===== config.mk =====
export PLATFORM = sky130hd
export DESIGN_NAME = manh_weight_updater_flat
export DESIGN_NICKNAME = d
export VERILOG_FILES = /design/src/rtl/manh_weight_updater_if.sv /design/src/rtl/manh_weight_updater.sv /design/src/flat_wrapper.sv
export SDC_FILE = /design/constraint.sdc
export NUM_CORES = 1
export LEC_CHECK = 0
export CORE_UTILIZATION = 40
export CTS_BUF_LIST = sky130_fd_sc_hd__clkbuf_2
export CTS_CLUSTER_SIZE = 24
export DETAILED_ROUTE_END_ITERATION = 10
export PLACE_DENSITY = 0.72
export SLEW_MARGIN = 5
export SYNTH_ARGS = -nofsm -noshare
export SYNTH_HDL_FRONTEND = slang
export SYNTH_SLANG_ARGS = --single-unit

===== constraint.sdc =====
create_clock -name clk -period 2.2 [get_ports clk]
set_clock_uncertainty 0.2 [all_clocks]
set_input_delay 0.55 -clock clk [delete_from_list [all_inputs] [get_ports clk]]
set_output_delay 0.55 -clock clk [all_outputs]
set_load 0.005 [all_outputs]

===== src/rtl/manh_weight_updater_if.sv =====
`default_nettype none
// ============================================================================
//  Module      : manh_weight_updater_if
//  Description : Weight / gradient memory bus used by the Manhattan-rule
//                weight updater. Master = updater, slave = memory side.
//  Revision    : 1.0 - initial release
// ============================================================================
interface manh_weight_updater_if #(
  parameter int DATA_W = 16,
  parameter int ADDR_W = 5
);
  logic              w_rd_en;
  logic [ADDR_W-1:0] w_addr;
  logic [DATA_W-1:0] w_rd_data;
  logic [1:0]        grad_sign;
  logic              w_wr_en;
  logic [ADDR_W-1:0] w_wr_addr;
  logic [DATA_W-1:0] w_wr_data;

  modport master (
    output w_rd_en, w_addr, w_wr_en, w_wr_addr, w_wr_data,
    input  w_rd_data, grad_sign
  );

  modport slave (
    input  w_rd_en, w_addr, w_wr_en, w_wr_addr, w_wr_data,
    output w_rd_data, grad_sign
  );
endinterface
`default_nettype wire


===== src/rtl/manh_weight_updater.sv =====
`default_nettype none
// ============================================================================
//  Module      : manh_weight_updater
//  Description : One Manhattan-rule update sweep over both layers per start
//                strobe: read old weight + gradient sign, step by +/-ETA,
//                write back. Three-stage pipeline (read, data, write).
//                Optional macro MANH_SAT_EN: saturate results to the signed
//                range instead of two's-complement wrap-around.
//  Revision    : 1.0 - initial release
// ============================================================================
module manh_weight_updater #(
  parameter int DATA_W   = 16,
  parameter int ADDR_W   = 5,
  parameter int L1_COUNT = 20,
  parameter int L2_COUNT = 10,
  parameter int ETA      = 8
) (
  input  wire logic              clk,
  input  wire logic              rst,
  input  wire logic              training_mode,
  input  wire logic              old_weight_rd,
  manh_weight_updater_if.master  mem,
  output logic                   busy,
  output logic                   first_manh_finished,
  output logic                   second_manh_finished
);

  localparam logic [ADDR_W-1:0] c_LAST    = ADDR_W'(L1_COUNT + L2_COUNT - 1);
  localparam logic [ADDR_W-1:0] c_L1_LAST = ADDR_W'(L1_COUNT - 1);
  localparam logic [ADDR_W-1:0] c_ONE     = ADDR_W'(1);
  localparam logic [DATA_W:0]   c_ETA_EXT = (DATA_W+1)'(ETA);
`ifdef MANH_SAT_EN
  localparam logic [DATA_W-1:0] c_MAX     = {1'b0, {(DATA_W-1){1'b1}}};
  localparam logic [DATA_W-1:0] c_MIN     = {1'b1, {(DATA_W-1){1'b0}}};
`endif

  typedef enum logic [1:0] {
    S_IDLE  = 2'd0,
    S_SWEEP = 2'd1,
    S_DRAIN = 2'd2
  } state_t;

  state_t            r_state;
  logic              r_drain;
  logic              r_v2;
  logic [ADDR_W-1:0] r_a2;
  logic [DATA_W:0]   w_old_ext;
  logic [DATA_W:0]   w_sum;
  logic [DATA_W-1:0] w_res;

  // Sweep control: issue one read per cycle, then two drain cycles so the
  // last two weights leave the pipeline before a new start is accepted.
  always_ff @(posedge clk or posedge rst) begin
    if (rst) begin
      r_state     <= S_IDLE;
      r_drain     <= 1'b0;
      busy        <= 1'b0;
      mem.w_rd_en <= 1'b0;
      mem.w_addr  <= '0;
    end else begin
      case (r_state)
        S_IDLE: begin
          if (old_weight_rd && training_mode) begin
            r_state     <= S_SWEEP;
            busy        <= 1'b1;
            mem.w_rd_en <= 1'b1;
            mem.w_addr  <= '0;
          end
        end
        S_SWEEP: begin
          if (mem.w_addr == c_LAST) begin
            r_state     <= S_DRAIN;
            r_drain     <= 1'b0;
            mem.w_rd_en <= 1'b0;
            mem.w_addr  <= '0;
          end else begin
            mem.w_addr  <= mem.w_addr + c_ONE;
          end
        end
        S_DRAIN: begin
          if (r_drain) begin
            r_state <= S_IDLE;
            busy    <= 1'b0;
          end else begin
            r_drain <= 1'b1;
          end
        end
        default: begin
          r_state     <= S_IDLE;
          busy        <= 1'b0;
          mem.w_rd_en <= 1'b0;
        end
      endcase
    end
  end

  // Track which address the returning memory data belongs to.
  always_ff @(posedge clk or posedge rst) begin
    if (rst) begin
      r_v2 <= 1'b0;
      r_a2 <= '0;
    end else begin
      r_v2 <= mem.w_rd_en;
      r_a2 <= mem.w_addr;
    end
  end

  // Manhattan step at one extra bit so the overflow is visible before reduction.
  always_comb begin
    w_old_ext = {mem.w_rd_data[DATA_W-1], mem.w_rd_data};
    case (mem.grad_sign)
      2'b01:   w_sum = w_old_ext - c_ETA_EXT;
      2'b11:   w_sum = w_old_ext + c_ETA_EXT;
      default: w_sum = w_old_ext;
    endcase
`ifdef MANH_SAT_EN
    if (w_sum[DATA_W] != w_sum[DATA_W-1]) begin
      w_res = w_sum[DATA_W] ? c_MIN : c_MAX;
    end else begin
      w_res = w_sum[DATA_W-1:0];
    end
`else
    w_res = w_sum[DATA_W-1:0];
`endif
  end

  // Registered write-back port; data holds its last value between writes.
  always_ff @(posedge clk or posedge rst) begin
    if (rst) begin
      mem.w_wr_en   <= 1'b0;
      mem.w_wr_addr <= '0;
      mem.w_wr_data <= '0;
    end else begin
      mem.w_wr_en   <= r_v2;
      mem.w_wr_addr <= r_a2;
      if (r_v2) begin
        mem.w_wr_data <= w_res;
      end
    end
  end

  // Layer-done pulses follow the cycle in which each layer's last weight is written.
  always_ff @(posedge clk or posedge rst) begin
    if (rst) begin
      first_manh_finished  <= 1'b0;
      second_manh_finished <= 1'b0;
    end else begin
      first_manh_finished  <= mem.w_wr_en && (mem.w_wr_addr == c_L1_LAST);
      second_manh_finished <= mem.w_wr_en && (mem.w_wr_addr == c_LAST);
    end
  end

endmodule
`default_nettype wire

===== src/flat_wrapper.sv =====
// flat-port wrapper written by rule: the top's interface ports become plain ports
module manh_weight_updater_flat 
#(
  parameter int DATA_W   = 16,
  parameter int ADDR_W   = 5,
  parameter int L1_COUNT = 20,
  parameter int L2_COUNT = 10,
  parameter int ETA      = 8
)
  (clk, rst, training_mode, old_weight_rd, busy, first_manh_finished, second_manh_finished, mem_w_rd_en, mem_w_addr, mem_w_wr_en, mem_w_wr_addr, mem_w_wr_data, mem_w_rd_data, mem_grad_sign);
  manh_weight_updater_if #(.DATA_W(DATA_W), .ADDR_W(ADDR_W)) mem_i ();
  input  wire logic clk;
  input  wire logic rst;
  input  wire logic training_mode;
  input  wire logic old_weight_rd;
  output logic busy;
  output logic first_manh_finished;
  output logic second_manh_finished;
  output wire logic [$bits(mem_i.w_rd_en)-1:0] mem_w_rd_en;
  output wire logic [$bits(mem_i.w_addr)-1:0] mem_w_addr;
  output wire logic [$bits(mem_i.w_wr_en)-1:0] mem_w_wr_en;
  output wire logic [$bits(mem_i.w_wr_addr)-1:0] mem_w_wr_addr;
  output wire logic [$bits(mem_i.w_wr_data)-1:0] mem_w_wr_data;
  input wire logic [$bits(mem_i.w_rd_data)-1:0] mem_w_rd_data;
  input wire logic [$bits(mem_i.grad_sign)-1:0] mem_grad_sign;
  assign mem_w_rd_en = mem_i.w_rd_en;
  assign mem_w_addr = mem_i.w_addr;
  assign mem_w_wr_en = mem_i.w_wr_en;
  assign mem_w_wr_addr = mem_i.w_wr_addr;
  assign mem_w_wr_data = mem_i.w_wr_data;
  assign mem_i.w_rd_data = mem_w_rd_data;
  assign mem_i.grad_sign = mem_grad_sign;
  manh_weight_updater #(.DATA_W(DATA_W), .ADDR_W(ADDR_W), .L1_COUNT(L1_COUNT), .L2_COUNT(L2_COUNT), .ETA(ETA)) u_core (.clk(clk), .rst(rst), .training_mode(training_mode), .old_weight_rd(old_weight_rd), .mem(mem_i), .busy(busy), .first_manh_finished(first_manh_finished), .second_manh_finished(second_manh_finished));
endmodule

==> impl_metrics.csv, run 1 <==
group,metric,value,unit
run_status,status,"complete, no violations",
floorplanning,core,4880,sq um
floorplanning,dieWidth,74.1,um
layout,drive_above_1_share,24.1,%
sta,final.setup.tns,0,ns
synthesis,yosysSeqAreaShare,48.1,%
floorplanning,die_area,5500,sq um
setup_path,path_max_fanout,10,
setup_path,worstPathRequired,2.30,ns
clocking,htreeDepth,2,
setup_path,startpoint_type,"primary input",
place,gp_congestion,0.780,
route,dr.pass1.iters,4,
clocking,cts_tree,"done",
sta,setup_violations,0,
synthesis,synth_top_area_share,48.1,%
sta,post-route-min-period,2.16,ns
pwr,ir_worst_vdd,386,uV
layout,final_nets,331,
route,drtIter0Drc,69,
route,final_antenna_net_count,0,
floorplanning,num_io_pins,53,
route,remaining_drc_errors,0,
synthesis,synth_cells,203,
setup_path,crit_type,"in -> reg",
route,wl_per_cell,13.2,um
synthesis,yosysMostFrequentCell,"dfrtp_1",
synthesis,synth.largest_area_cell,"dfrtp_1",
synthesis,yosys_most_used_dff,"dfrtp_1",
synthesis,synth_nets,240,
pwr,leakagePower,1.39,nW
synthesis,synthTopCellsByArea,"dfrtp_1, ha_1, a21oi_1, xnor2_1, nand2_1",
clocking,cts_buffer_depth,2,
layout,insertedDiodeCount,0,
floorplanning,rows,25,
pwr,powerDensity,833,nW/um^2
setup_path,reg2reg_to,"u_core.mem.w_addr[4]",
layout,fin_util,63.7,%
sta,period_share,98.1,%
pwr,power,2.59,mW
sta,hold_violations,0,
global_route,grt_usage,18.9,%
setup_path,timing.rr.start,"u_core.mem.w_addr[0]",
synthesis,ys_top_cells_by_count,"dfrtp_1, nand2_1, a21oi_1",
clocking,clkTransAtPathRegs,0.22,ns
setup_path,slowest_delay,0.41,ns
sta,max_slew_margin,70.9,%
route,num_vias,1792,
synthesis,ys_warn_count,0,
route,drt-total-wl,4.78,mm
synthesis,syn_area_per_cell,10.3,sq um
clocking,clkSinkCount,40,
sta,rsz0062_at_grt,"yes",
place,dpl.hpwl,3.51,mm
synthesis,async_flop_share,100,%
sta,worst_slew_pin_slew,0.437,ns
floorplanning,initial_core_util,42.7,%
setup_path,cp-end-kind,"flip-flop",
global_route,first_global_vias,1771,
run,drv_cap,0,
synthesis,synth_edf_count,0,
sta,slew_viol_final,0,
synthesis,synth_cell_type_count,36,
place,port_buffers,52,
setup_path,crit_chain,"buf_2 > nand2_8 > fa_2 > a21o_1 > a221o_1 > nand3_2 > o211ai_2 > xnor2_1 > o221ai_1",
route,routed_via_density,4.95,
hold_path,min_path_type,"reg -> reg",
clocking,hold_buffers,0,
clocking,clk_latency,0.42,ns
setup_path,reg2regPathDepth,8,
clocking,cts_root_buffer,"clkbuf_2",
layout,syn_to_final_growth,49.3,%
synthesis,syn-cell-area,2080,sq um
synthesis,synth-seq-cells,40,
floorplanning,die_h,74.1,um
sta,fmax,463,MHz
setup_path,endpoint,"u_core.mem.w_wr_data[15]",
setup_path,worstPathArrival,2.25,ns
global_route,antenna_found_initial,0,
setup_path,crit_start,"mem_grad_sign[0]",
setup_path,cp_slowest_cell,"fa_2",
setup_path,reg2reg_slack,0.28,ns
global_route,grt_max_degree,41,
clocking,numCtsBuffers,5,
global_route,grt_overflow_total,0,
global_route,grt_pass1_wl,7.85,mm
cell families after synthesis:
group	share of synthesized area, %
buf+inv	3.55
flops	48.1
compound gates	16.1
mux	4.57
simple gates	12.9
fa+ha+maj	9.38
xor+xnor	5.47
flip-flops by register name, indices dropped and copies added (netlist names):
signal and count:
u_core.busy 1, u_core.first_manh_finished 1, u_core.mem.w_addr 5, u_core.mem.w_rd_en 1, u_core.mem.w_wr_addr 5, u_core.mem.w_wr_data 16, u_core.mem.w_wr_en 1, u_core.r_a2 5
u_core.r_drain 1, u_core.r_state 2, u_core.r_v2 1, u_core.second_manh_finished 1
worst max-delay path: cells and delay by family:
family	cells	cell delay [ns]
compound gates	4	0.77
xor+xnor	1	0.14
fa+ha+maj	1	0.41
buf+inv	1	0.14
simple gates	2	0.22
worst min-delay path by stage:
stage / startpoint / end / slack (ns) / depth (start not counted)
after floorplan: u_core.r_a2[0] / u_core.mem.w_wr_addr[0] / 0.13 / 0
after global placement: u_core.r_a2[2] / u_core.mem.w_wr_addr[2] / 0.13 / 0
after detailed placement: u_core.r_a2[2] / u_core.mem.w_wr_addr[2] / 0.14 / 0
after CTS: u_core.r_a2[2] / u_core.mem.w_wr_addr[2] / 0.18 / 0
after global routing: u_core.r_a2[2] / u_core.mem.w_wr_addr[2] / 0.19 / 0
final: u_core.r_a2[2] / u_core.mem.w_wr_addr[2] / 0.18 / 0
power by group:
group	switching (mW)	internal, mW	leakage [nW]
clock	0.270	0.196	0.0396
sequential	0.127	0.951	0.468
combinational	0.425	0.620	0.887
per-stage QoR:
step / setup slack, ns / hold WS [ns] / instance area, sq um / cells
after floorplan: -0.225 / 0.131 / 2160 / 203
after global placement: -0.757 / 0.134 / 2960 / 346
after detailed placement: -0.812 / 0.136 / 2960 / 346
after CTS: 0.00406 / 0.183 / 3070 / 358
after global routing: -0.0405 / 0.194 / 3110 / 362
final: 0.0419 / 0.181 / 3110 / 362
layout by cell type (no fill, tap or decap), drive strengths merged, types with 4 or more instances in the layout:
master,instances
a21oi,17
buf,41
clkbuf,5
clkdlybuf4s50,45
dfrtp,40
dlygate4sd2,5
ha,14
inv,13
mux2,4
mux2i,5
nand2,18
nand3,5
nand3b,4
nor2,15
o21ai,12
o221ai,5
xnor2,9
xor2,4
metal layers:
metal / GRT usage [%] / share of wire (%) / vias to the layer above
li1: - / - / 906
met1: 23.3 / 44 / 835
met2: 32.7 / 50 / 46
met3: 4.34 / 5.0 / 5
met4: 6.41 / 0.86 / 0
met5: 0 / 0 / -
layout make-up:
type / count / area, sq um
fillers: 432 / 1770
multi-input cells: 144 / 1090
flip-flops and latches: 40 / 1000
repair buffers: 91 / 810
well taps: 67 / 83.8
clock inverters: 3 / 46.3
inverters: 12 / 45.0
clock buffers: 5 / 25.0
what timing repair did:
action | in CTS | in global routing
setup endpoints to repair | 14 | 7
setup buffers | 4 | 4
pin swaps | 0 | 9
gates resized for setup | 17 | 4
gates cloned | 0 | 0
Power figures use the tool's default switching activity.
==> run 2: changes to the inputs <==
==> constraint.sdc (replaced) <==
create_clock -name clk -period 2.2 [get_ports clk]
set_clock_uncertainty 0.2 [all_clocks]
set_input_delay 0.66 -clock clk [delete_from_list [all_inputs] [get_ports clk]]
set_output_delay 0.66 -clock clk [all_outputs]
set_load 0.005 [all_outputs]
==> impl_metrics.csv, run 2 (synthesis gave the netlist of run 1 again) <==
group,metric,value,unit
run_status,status,"finished, violations left",
run_status,violations,"negative setup slack",
layout,postLayoutCellArea,3300,sq um
clocking,cts_buffer_depth,2,
place,dp.cells,345,
setup_path,path_max_fanout,3,
clocking,cts_root_buffer,"clkbuf_2",
floorplanning,core,4880,sq um
layout,drive_above_1_share,29.1,%
setup_path,crit_type,"in -> reg",
sta,period_share,101,%
clocking,clkSinkCount,40,
layout,fin_cells,373,
floorplanning,num_io_pins,53,
global_route,grt_usage,18.6,%
sta,setup_ws,-0.0134,ns
clocking,clk_latency,0.41,ns
global_route,grt_max_degree,41,
floorplanning,die_area,5500,sq um
sta,whs,0.177,ns
global_route,first_global_vias,1727,
sta,setup_violations,1,
clocking,numCtsBuffers,5,
pwr,switching_power,0.840,mW
setup_path,reg2regPathDepth,10,
pwr,netSwitchingFraction,32.1,%
hold_path,whs_path_depth,0,
setup_path,worstPathRequired,2.30,ns
run,drv_cap,0,
pwr,p_int,1.78,mW
clocking,clkTransAtPathRegs,0.22,ns
pwr,combPwrFrac,42.1,%
clocking,cts_tree,"done",
place,dpl-instance-area,2950,sq um
pwr,leakagePower,1.75,nW
setup_path,startpoint_type,"primary input",
floorplanning,die_h,74.1,um
route,drtIter0Drc,59,
setup_path,cp-end-kind,"flip-flop",
route,wl_per_cell,13.6,um
hold_path,min_path_type,"reg -> reg",
floorplanning,rows,25,
route,final_antenna_net_count,0,
route,num_vias,1886,
sta,max_slew_margin,51.3,%
sta,slew_viol_final,0,
place,port_buffers,52,
sta,worst_slew_pin_slew,0.731,ns
setup_path,worstPathArrival,2.31,ns
layout,syn_to_final_growth,58.7,%
layout,fin_util,67.7,%
layout,mostFrequentLayoutCell,"buf_4",
place,gp_congestion,0.836,
route,remaining_drc_errors,0,
place,dp_slack,-0.951,ns
global_route,grt_overflow_total,0,
route,drt-total-wl,5.07,mm
layout,largest_register_ffs,16,
route,dr.pass1.iters,4,
place,dpl.hpwl,3.47,mm
layout,insertedDiodeCount,0,
floorplanning,dieWidth,74.1,um
pwr,p_clk_share,17.4,%
clocking,htreeDepth,2,
sta,rsz0062_at_grt,"yes",
sta,post-route-min-period,2.21,ns
layout,final_nets,342,
global_route,antenna_found_initial,0,
sta,hold_violations,0,
floorplanning,initial_core_util,42.7,%
pwr,ir_worst_vdd,452,uV
layout,top_register,"u_core.mem.w_wr_data",
layout,most-common-layout-cells,"buf_4, dfrtp_1, dlymetal6s2s_1, nand2_1, nor2_1",
pwr,p_seq_share,40.5,%
sta,fmax,452,MHz
global_route,grt_pass1_wl,7.67,mm
route,routed_via_density,5.06,
pwr,powerDensity,793,nW/um^2
-- run 2: what timing repair did --
action | in CTS | in global routing
gates resized for setup | 30 | 39
cloned | 1 | 0
pin swaps | 8 | 12
setup endpoints to repair | 26 | 29
hold buffers | 0 | 0
buffers inserted | 12 | 7
-- run 2: metal layers --
layer  up-vias  share of wire (%)  GRT usage [%]
met5         -                  0              0
met3        17                5.7           4.07
li1        927                  -              -
met1       879                 44           21.7
met2        63                 48           32.3
met4         0                2.9           8.97
-- run 2: path summary, 6_finish.rpt --
kind / end / start / slack [ns]
worst min register to register: u_core.mem.w_wr_addr[3] / u_core.r_a2[3] / 0.18
max in group asynchronous: u_core.mem.w_addr[0] / rst / 1.24
worst max-delay path: u_core.mem.w_wr_data[15] / mem_w_rd_data[9] / -0.01
worst min-delay path: u_core.mem.w_wr_addr[3] / u_core.r_a2[3] / 0.18
worst max register to register: u_core.mem.w_addr[4] / u_core.mem.w_addr[1] / 0.24
min in group asynchronous: u_core.mem.w_wr_addr[0] / rst / 0.36
-- run 2: area by class of cell --
type                       count  area, sq um
sequential                    40         1000
tap                           67         83.8
clock buffer                   5         25.0
timing repair buffer         101          938
fill                         388         1580
clock inverter                 3         46.3
multi-input combinational    145         1160
inverter                      12         45.0
-- run 2: critical path, cell delays in order --
cell             delay (ns)
clkdlybuf4s50_1        0.44
ha_2                   0.22
a211oi_2               0.19
nor2_1                 0.11
o31ai_2                0.28
o211ai_2               0.13
xnor2_1                0.18
o221ai_1               0.11
-- run 2: metrics by stage --
step | setup TNS, ns | power [mW]
finish | -0.0134 | 2.62
global route | -0.0899 | 2.79
CTS | -0.0731 | 2.61
detailed placement | -8.89 | 2.07
global placement | -8.11 | 2.04
floorplan | -1.77 | 1.52
-- run 2: power groups by stage --
stage	Combinational, mW	Clock, mW	Sequential [mW]
after global routing	1.21	0.490	1.09
after CTS	1.07	0.468	1.07
after detailed placement	0.952	0	1.12
final	1.10	0.456	1.06
after floorplan	0.411	0	1.11
after global placement	0.936	0	1.11
